`config.mk`:
```
export PLATFORM = sky130hd
export DESIGN_NAME = serializer_tx
export DESIGN_NICKNAME = d
export VERILOG_FILES = /design/src/rtl/ca1_pkg.sv /design/src/rtl/bit_counter.sv /design/src/rtl/serializer_tx.sv
export SDC_FILE = /design/constraint.sdc
export NUM_CORES = 1
export LEC_CHECK = 0
export ABC_AREA = 1
export BUFFER_PORTS_ARGS = -buffer_cell sky130_fd_sc_hd__buf_2
export CAP_MARGIN = 5
export CORE_UTILIZATION = 60
export CTS_BUF_LIST = sky130_fd_sc_hd__clkbuf_2
export DETAILED_ROUTE_END_ITERATION = 8
export HOLD_SLACK_MARGIN = 0.12
export PLACE_DENSITY = 0.92
export SYNTH_ARGS = -nofsm -noshare
export SYNTH_HDL_FRONTEND = slang
export SYNTH_SLANG_ARGS = --single-unit
export TNS_END_PERCENT = 100
```
`constraint.sdc`:
```
create_clock -name clk -period 3.7 [get_ports clk]
set_input_delay 0.37 -clock clk [delete_from_list [all_inputs] [get_ports clk]]
set_output_delay 0.37 -clock clk [all_outputs]
set_load 0.01 [all_outputs]
```
`src/rtl/ca1_pkg.sv`:
```
// Shared types and constants for the serial transmit path.
package ca1_pkg;

    // Transmitter control states.
    typedef enum logic [1:0] {
        IDLE  = 2'd0,
        SHIFT = 2'd1,
        DONE  = 2'd2
    } tx_state_t;

    // Default parallel word width.
    localparam int WORD_W = 10;

endpackage : ca1_pkg

```
`src/rtl/bit_counter.sv`:
```
// Bit counter with synchronous clear, count enable and a terminal-count flag.
// The count saturates at LAST: enable is ignored once the flag is high,
// so the counter never wraps.
module bit_counter #(
    parameter int CW   = 4,
    parameter int LAST = 9
) (
    input  logic clk,
    input  logic rst,
    input  logic clr,
    input  logic en,
    output logic tc
);

    localparam logic [CW-1:0] LAST_VAL = CW'(LAST);

    logic [CW-1:0] count;

    // Count register: reset and clear win over enable; hold at terminal count.
    always_ff @(posedge clk) begin
        if (rst || clr) begin
            count <= '0;
        end else if (en && !tc) begin
            count <= count + CW'(1);
        end
    end

    // Terminal-count flag, unsigned compare at the counter width.
    assign tc = (count == LAST_VAL);

endmodule : bit_counter

```
`src/rtl/serializer_tx.sv`:
```
// Parallel-to-serial transmitter, MSB first, feeding a shift-left receiver.
//
// Handshake: serout carries a bit whenever sout_valid is high; the bit is
// consumed on a rising edge where sout_valid and sready are both high.
// While sready is low, serout and sout_valid hold indefinitely. sout_valid
// never depends on sready, and no output depends combinationally on inputs.
module serializer_tx
    import ca1_pkg::*;
#(
    parameter int WIDTH = WORD_W
) (
    input  logic             clk,
    input  logic             rst,
    input  logic             start,
    input  logic [WIDTH-1:0] pin,
    input  logic             sready,
    output logic             serout,
    output logic             sout_valid,
    output logic             busy,
    output logic             done
);

    localparam int CW = (WIDTH > 1) ? $clog2(WIDTH) : 1;

    tx_state_t        state;
    tx_state_t        state_next;
    logic [WIDTH-1:0] sr;
    logic             load;
    logic             shift_en;
    logic             cnt_tc;

    // State register; reset aborts any word in flight.
    always_ff @(posedge clk) begin
        if (rst) begin
            state <= IDLE;
        end else begin
            state <= state_next;
        end
    end

    // Next-state and output decode from registered state and shift register.
    always_comb begin
        state_next = state;
        load       = 1'b0;
        shift_en   = 1'b0;
        serout     = 1'b0;
        sout_valid = 1'b0;
        busy       = 1'b0;
        done       = 1'b0;
        case (state)
            IDLE: begin
                if (start) begin
                    load       = 1'b1;
                    state_next = SHIFT;
                end
            end
            SHIFT: begin
                sout_valid = 1'b1;
                busy       = 1'b1;
                serout     = sr[WIDTH-1];
                if (sready) begin
                    shift_en = 1'b1;
                    if (cnt_tc) begin
                        state_next = DONE;
                    end
                end
            end
            DONE: begin
                done       = 1'b1;
                busy       = 1'b1;
                state_next = IDLE;
            end
            default: begin
                state_next = IDLE;
            end
        endcase
    end

    // Shift register: capture the word on load, move left on each accepted bit.
    always_ff @(posedge clk) begin
        if (rst) begin
            sr <= '0;
        end else if (load) begin
            sr <= pin;
        end else if (shift_en) begin
            sr <= {sr[WIDTH-2:0], 1'b0};
        end
    end

    // Counts accepted bits; terminal count marks the last bit of the word.
    bit_counter #(
        .CW   (CW),
        .LAST (WIDTH - 1)
    ) u_bit_counter (
        .clk (clk),
        .rst (rst),
        .clr (load),
        .en  (shift_en),
        .tc  (cnt_tc)
    );

endmodule : serializer_tx

```
==> impl_metrics.prom <==
# TYPE chip_impl_metric gauge
chip_impl_metric{name="grt_overflow_total",unit=""} 0
chip_impl_metric{name="core_footprint",unit="um^2"} 1350
chip_impl_metric{name="core.rowCount",unit=""} 13
chip_impl_metric{name="worstRegToRegCells",unit=""} 7
chip_impl_info{name="setup.worst_path.class",value="flop to output pin"} 1
chip_impl_metric{name="ys_seq_elements",unit=""} 16
chip_impl_metric{name="maxCapViolCount",unit=""} 0
chip_impl_metric{name="design.die.area",unit="um^2"} 1680
chip_impl_metric{name="power.total",unit="W"} 0.000581
chip_impl_metric{name="synth-warning-count",unit=""} 0
chip_impl_metric{name="top_level_pins",unit=""} 18
chip_impl_metric{name="dieHeight",unit="um"} 41.0
chip_impl_metric{name="final_layout_size_suffix_gt1_frac",unit=""} 0.175
chip_impl_metric{name="nets",unit=""} 176
chip_impl_metric{name="areaGrowthSynthToFinish",unit="%"} 10.6
chip_impl_metric{name="antenna_found_initial",unit=""} 0
chip_impl_info{name="post_synth_main_area_contributors",value="sky130_fd_sc_hd__dfxtp_1, sky130_fd_sc_hd__nand2_1, sky130_fd_sc_hd__a21oi_1, sky130_fd_sc_hd__ha_1, sky130_fd_sc_hd__inv_1"} 1
chip_impl_metric{name="clk_pin_slew",unit="ns"} 0.14
chip_impl_metric{name="initial_utilization",unit=""} 0.676
chip_impl_metric{name="number_of_gates_resized_after_cts",unit=""} 0
chip_impl_metric{name="detail_route.drc_violations",unit=""} 0
chip_impl_info{name="regToRegEndpoint",value="sr[7]"} 1
chip_impl_info{name="crit_path_end_kind",value="output pin"} 1
chip_impl_metric{name="place_congestion",unit=""} 0.861
chip_impl_metric{name="cts_hold_repair.buffers",unit=""} 0
chip_impl_metric{name="critical_path.max_stage_delay",unit="ns"} 0.41
chip_impl_metric{name="leakage",unit="nW"} 0.501
chip_impl_metric{name="stdcell_area",unit="um^2"} 1010
chip_impl_metric{name="synth_cells",unit=""} 136
chip_impl_metric{name="timing.final.crit_period",unit="ns"} 1.61
chip_impl_metric{name="cts_setup_buffers",unit=""} 0
chip_impl_metric{name="postRouteAntennaNets",unit=""} 0
chip_impl_metric{name="yosys.cell_types.count",unit=""} 17
chip_impl_metric{name="cts_sinks",unit=""} 16
chip_impl_metric{name="drt_iter0_drc",unit=""} 19
chip_impl_info{name="crit_path_top_delay_cell",value="sky130_fd_sc_hd__dfxtp_1"} 1
chip_impl_metric{name="tns",unit="ns"} 0
chip_impl_info{name="rsz0062_at_grt",value="no"} 1
chip_impl_metric{name="regToRegSetupSlack",unit="ns"} 2.23
chip_impl_metric{name="detail_route.wirelength",unit="mm"} 1.82
chip_impl_metric{name="peakVddDrop",unit="mV"} 0.370
chip_impl_metric{name="synth-seq-area-share",unit=""} 0.351
chip_impl_info{name="critical_path.cell_chain",value="inv_1 > ha_1 > buf_2"} 1
chip_impl_info{name="tritoncts_clock_tree",value="done"} 1
chip_impl_metric{name="timing_hold_violations_final",unit=""} 0
chip_impl_metric{name="syn-cell-area",unit="um^2"} 912
chip_impl_metric{name="number_of_pins_exceeding_their_max_slew_limit_in_the_final_report",unit=""} 0
chip_impl_metric{name="critPathMaxFanout",unit=""} 4
chip_impl_metric{name="groute.usage.overall",unit=""} 0.263
chip_impl_metric{name="clock_latency",unit="ns"} 0.30
chip_impl_info{name="worst_hold_path.endpoint",value="sr[0]"} 1
chip_impl_metric{name="cp_data_required_time",unit="ns"} 3.33
chip_impl_metric{name="global_route_wire_length_before_repair",unit="mm"} 2.82
chip_impl_info{name="timing.hold.worst.class",value="primary input to flop"} 1
chip_impl_info{name="regToRegStartpoint",value="state[1]"} 1
chip_impl_metric{name="num_vias",unit=""} 856
chip_impl_metric{name="routed_via_density",unit=""} 5.07
chip_impl_metric{name="cp_data_arrival_time",unit="ns"} 1.24
chip_impl_info{name="min-delay-start",value="pin[0]"} 1
chip_impl_metric{name="ctsLongestPathBuffers",unit=""} 2
chip_impl_metric{name="synth.net_count",unit=""} 157
chip_impl_metric{name="dr_pass1_iterations",unit=""} 4
chip_impl_metric{name="num_antenna_cells",unit=""} 0
chip_impl_metric{name="clock.fmax",unit="GHz"} 0.623
chip_impl_info{name="worst_setup_start_kind",value="flop"} 1
chip_impl_metric{name="yosys_top_cell_area_share",unit=""} 0.351
chip_impl_metric{name="worst_slew_margin_rel",unit=""} 0.830
chip_impl_info{name="post-synth-top-area-cell",value="sky130_fd_sc_hd__dfxtp_1"} 1
chip_impl_metric{name="numPortBuffers",unit=""} 17
chip_impl_metric{name="grt_max_degree",unit=""} 18
chip_impl_metric{name="final_min_period_over_clock_period",unit=""} 0.434
chip_impl_metric{name="hold_depth",unit=""} 3
chip_impl_metric{name="first_global_vias",unit=""} 709
chip_impl_metric{name="wl_per_cell",unit="um"} 10.8
chip_impl_info{name="status",value="finished, final reports clean"} 1
chip_impl_metric{name="die-width",unit="um"} 41.0
chip_impl_metric{name="p_per_area",unit="nW/um^2"} 576
chip_impl_metric{name="syn-mean-instance-area",unit="um^2"} 6.71
chip_impl_metric{name="cts.htree.levels",unit=""} 1
chip_impl_metric{name="place_area",unit="um^2"} 990
chip_impl_metric{name="post-dp-hpwl",unit="mm"} 1.43
chip_impl_metric{name="finClkSkew",unit="ns"} 0.00701
chip_impl_metric{name="numCtsBuffers",unit=""} 3
chip_impl_metric{name="setup-violations-final",unit=""} 0
chip_impl_metric{name="holdWs",unit="ns"} 0.311
chip_impl_metric{name="slew_at_the_pin_closest_to_its_max_slew_limit",unit="ns"} 0.254
chip_impl_info{name="root_buffer",value="sky130_fd_sc_hd__clkbuf_2"} 1
==> cell type report <==
class / instances / area [um^2]
Inverter: 23 / 91.3
Sequential cell: 16 / 320
Clock inverter: 1 / 3.75
Fill cell: 115 / 342
Clock buffer: 3 / 15.0
Tap cell: 15 / 18.8
Timing Repair Buffer: 17 / 85.1
Multi-Input combinational cell: 94 / 474
==> flip-flops by register name, indices dropped and copies added (netlist names) <==
signal               cells
u_bit_counter.count      4
state                    2
sr                      10
==> kinds of logic (layout without fill, tap and decap cells) <==
logic type | Yosys count | in the layout | share of synthesized area
AOI/OAI and AO/OA | 19 | 19 | 0.104
DFF | 16 | 16 | 0.351
adders and majority gates | 7 | 7 | 0.0960
buffers and inverters | 26 | 44 | 0.129
and+or+nand+nor | 68 | 68 | 0.320
==> worst max-delay path, delay by kind of cell (launching register included) <==
| family | cells | cell delay (ns) |
|---|---|---|
| buf+inv | 2 | 0.24 |
| flops | 1 | 0.41 |
| fa+ha+maj | 1 | 0.30 |
==> cells in the mapped netlist, drive strengths merged <==
cell / n
nand3b: 2
clkbuf: 1
inv: 23
dfxtp: 16
nand2: 45
a21oi: 19
nor2: 12
nor3: 2
buf: 2
nand3: 7
ha: 7
==> power by group <==
part | internal, W | total (W) | leakage, nW | switching [W]
sequential | 0.000207 | 0.000228 | 0.131 | 0.0000211
clock | 0.0000235 | 0.0000790 | 0.0140 | 0.0000556
combinational | 0.0000973 | 0.000274 | 0.356 | 0.000177
total | 0.000327 | 0.000581 | 0.501 | 0.000254
==> worst max-delay path by stage <==
stage	startpoint	to	slack, ns
after floorplan	state[0]	sr[5]	2.49
after global placement	state[1]	sr[7]	2.34
after detailed placement	state[1]	sr[7]	2.28
after CTS	state[0]	busy	2.09
after global routing	state[1]	serout	1.98
final	state[0]	busy	2.09
==> cell usage in the layout (no fill, tap or decap) <==
cell type                   n
sky130_fd_sc_hd__a21oi_1   19
sky130_fd_sc_hd__buf_2     17
sky130_fd_sc_hd__clkbuf_2   3
sky130_fd_sc_hd__clkinv_1   1
sky130_fd_sc_hd__dfxtp_1   16
sky130_fd_sc_hd__ha_1       7
sky130_fd_sc_hd__inv_1     20
sky130_fd_sc_hd__inv_2      2
sky130_fd_sc_hd__inv_6      1
sky130_fd_sc_hd__nand2_1   43
sky130_fd_sc_hd__nand2_2    1
sky130_fd_sc_hd__nand2_4    1
sky130_fd_sc_hd__nand3_1    6
sky130_fd_sc_hd__nand3_2    1
sky130_fd_sc_hd__nand3b_1   2
sky130_fd_sc_hd__nor2_1    11
sky130_fd_sc_hd__nor2_2     1
sky130_fd_sc_hd__nor3_1     2
==> metal layers <==
layer	track usage	vias to the layer above	routed length [um]
li1	-	455	-
met5	0	-	0
met3	0.0978	4	74
met1	0.299	381	834
met4	0.100	0	29
met2	0.441	16	883
==> metrics by stage <==
stage | util | worst slack [ns] | std cells
finish | 0.747 | 2.09 | 169
global placement | 0.733 | 2.34 | 165
detailed placement | 0.733 | 2.28 | 165
floorplan | - | 2.49 | 136
CTS | 0.747 | 2.09 | 169
global route | 0.747 | 1.98 | 169
(Power assumes the default switching activity.)
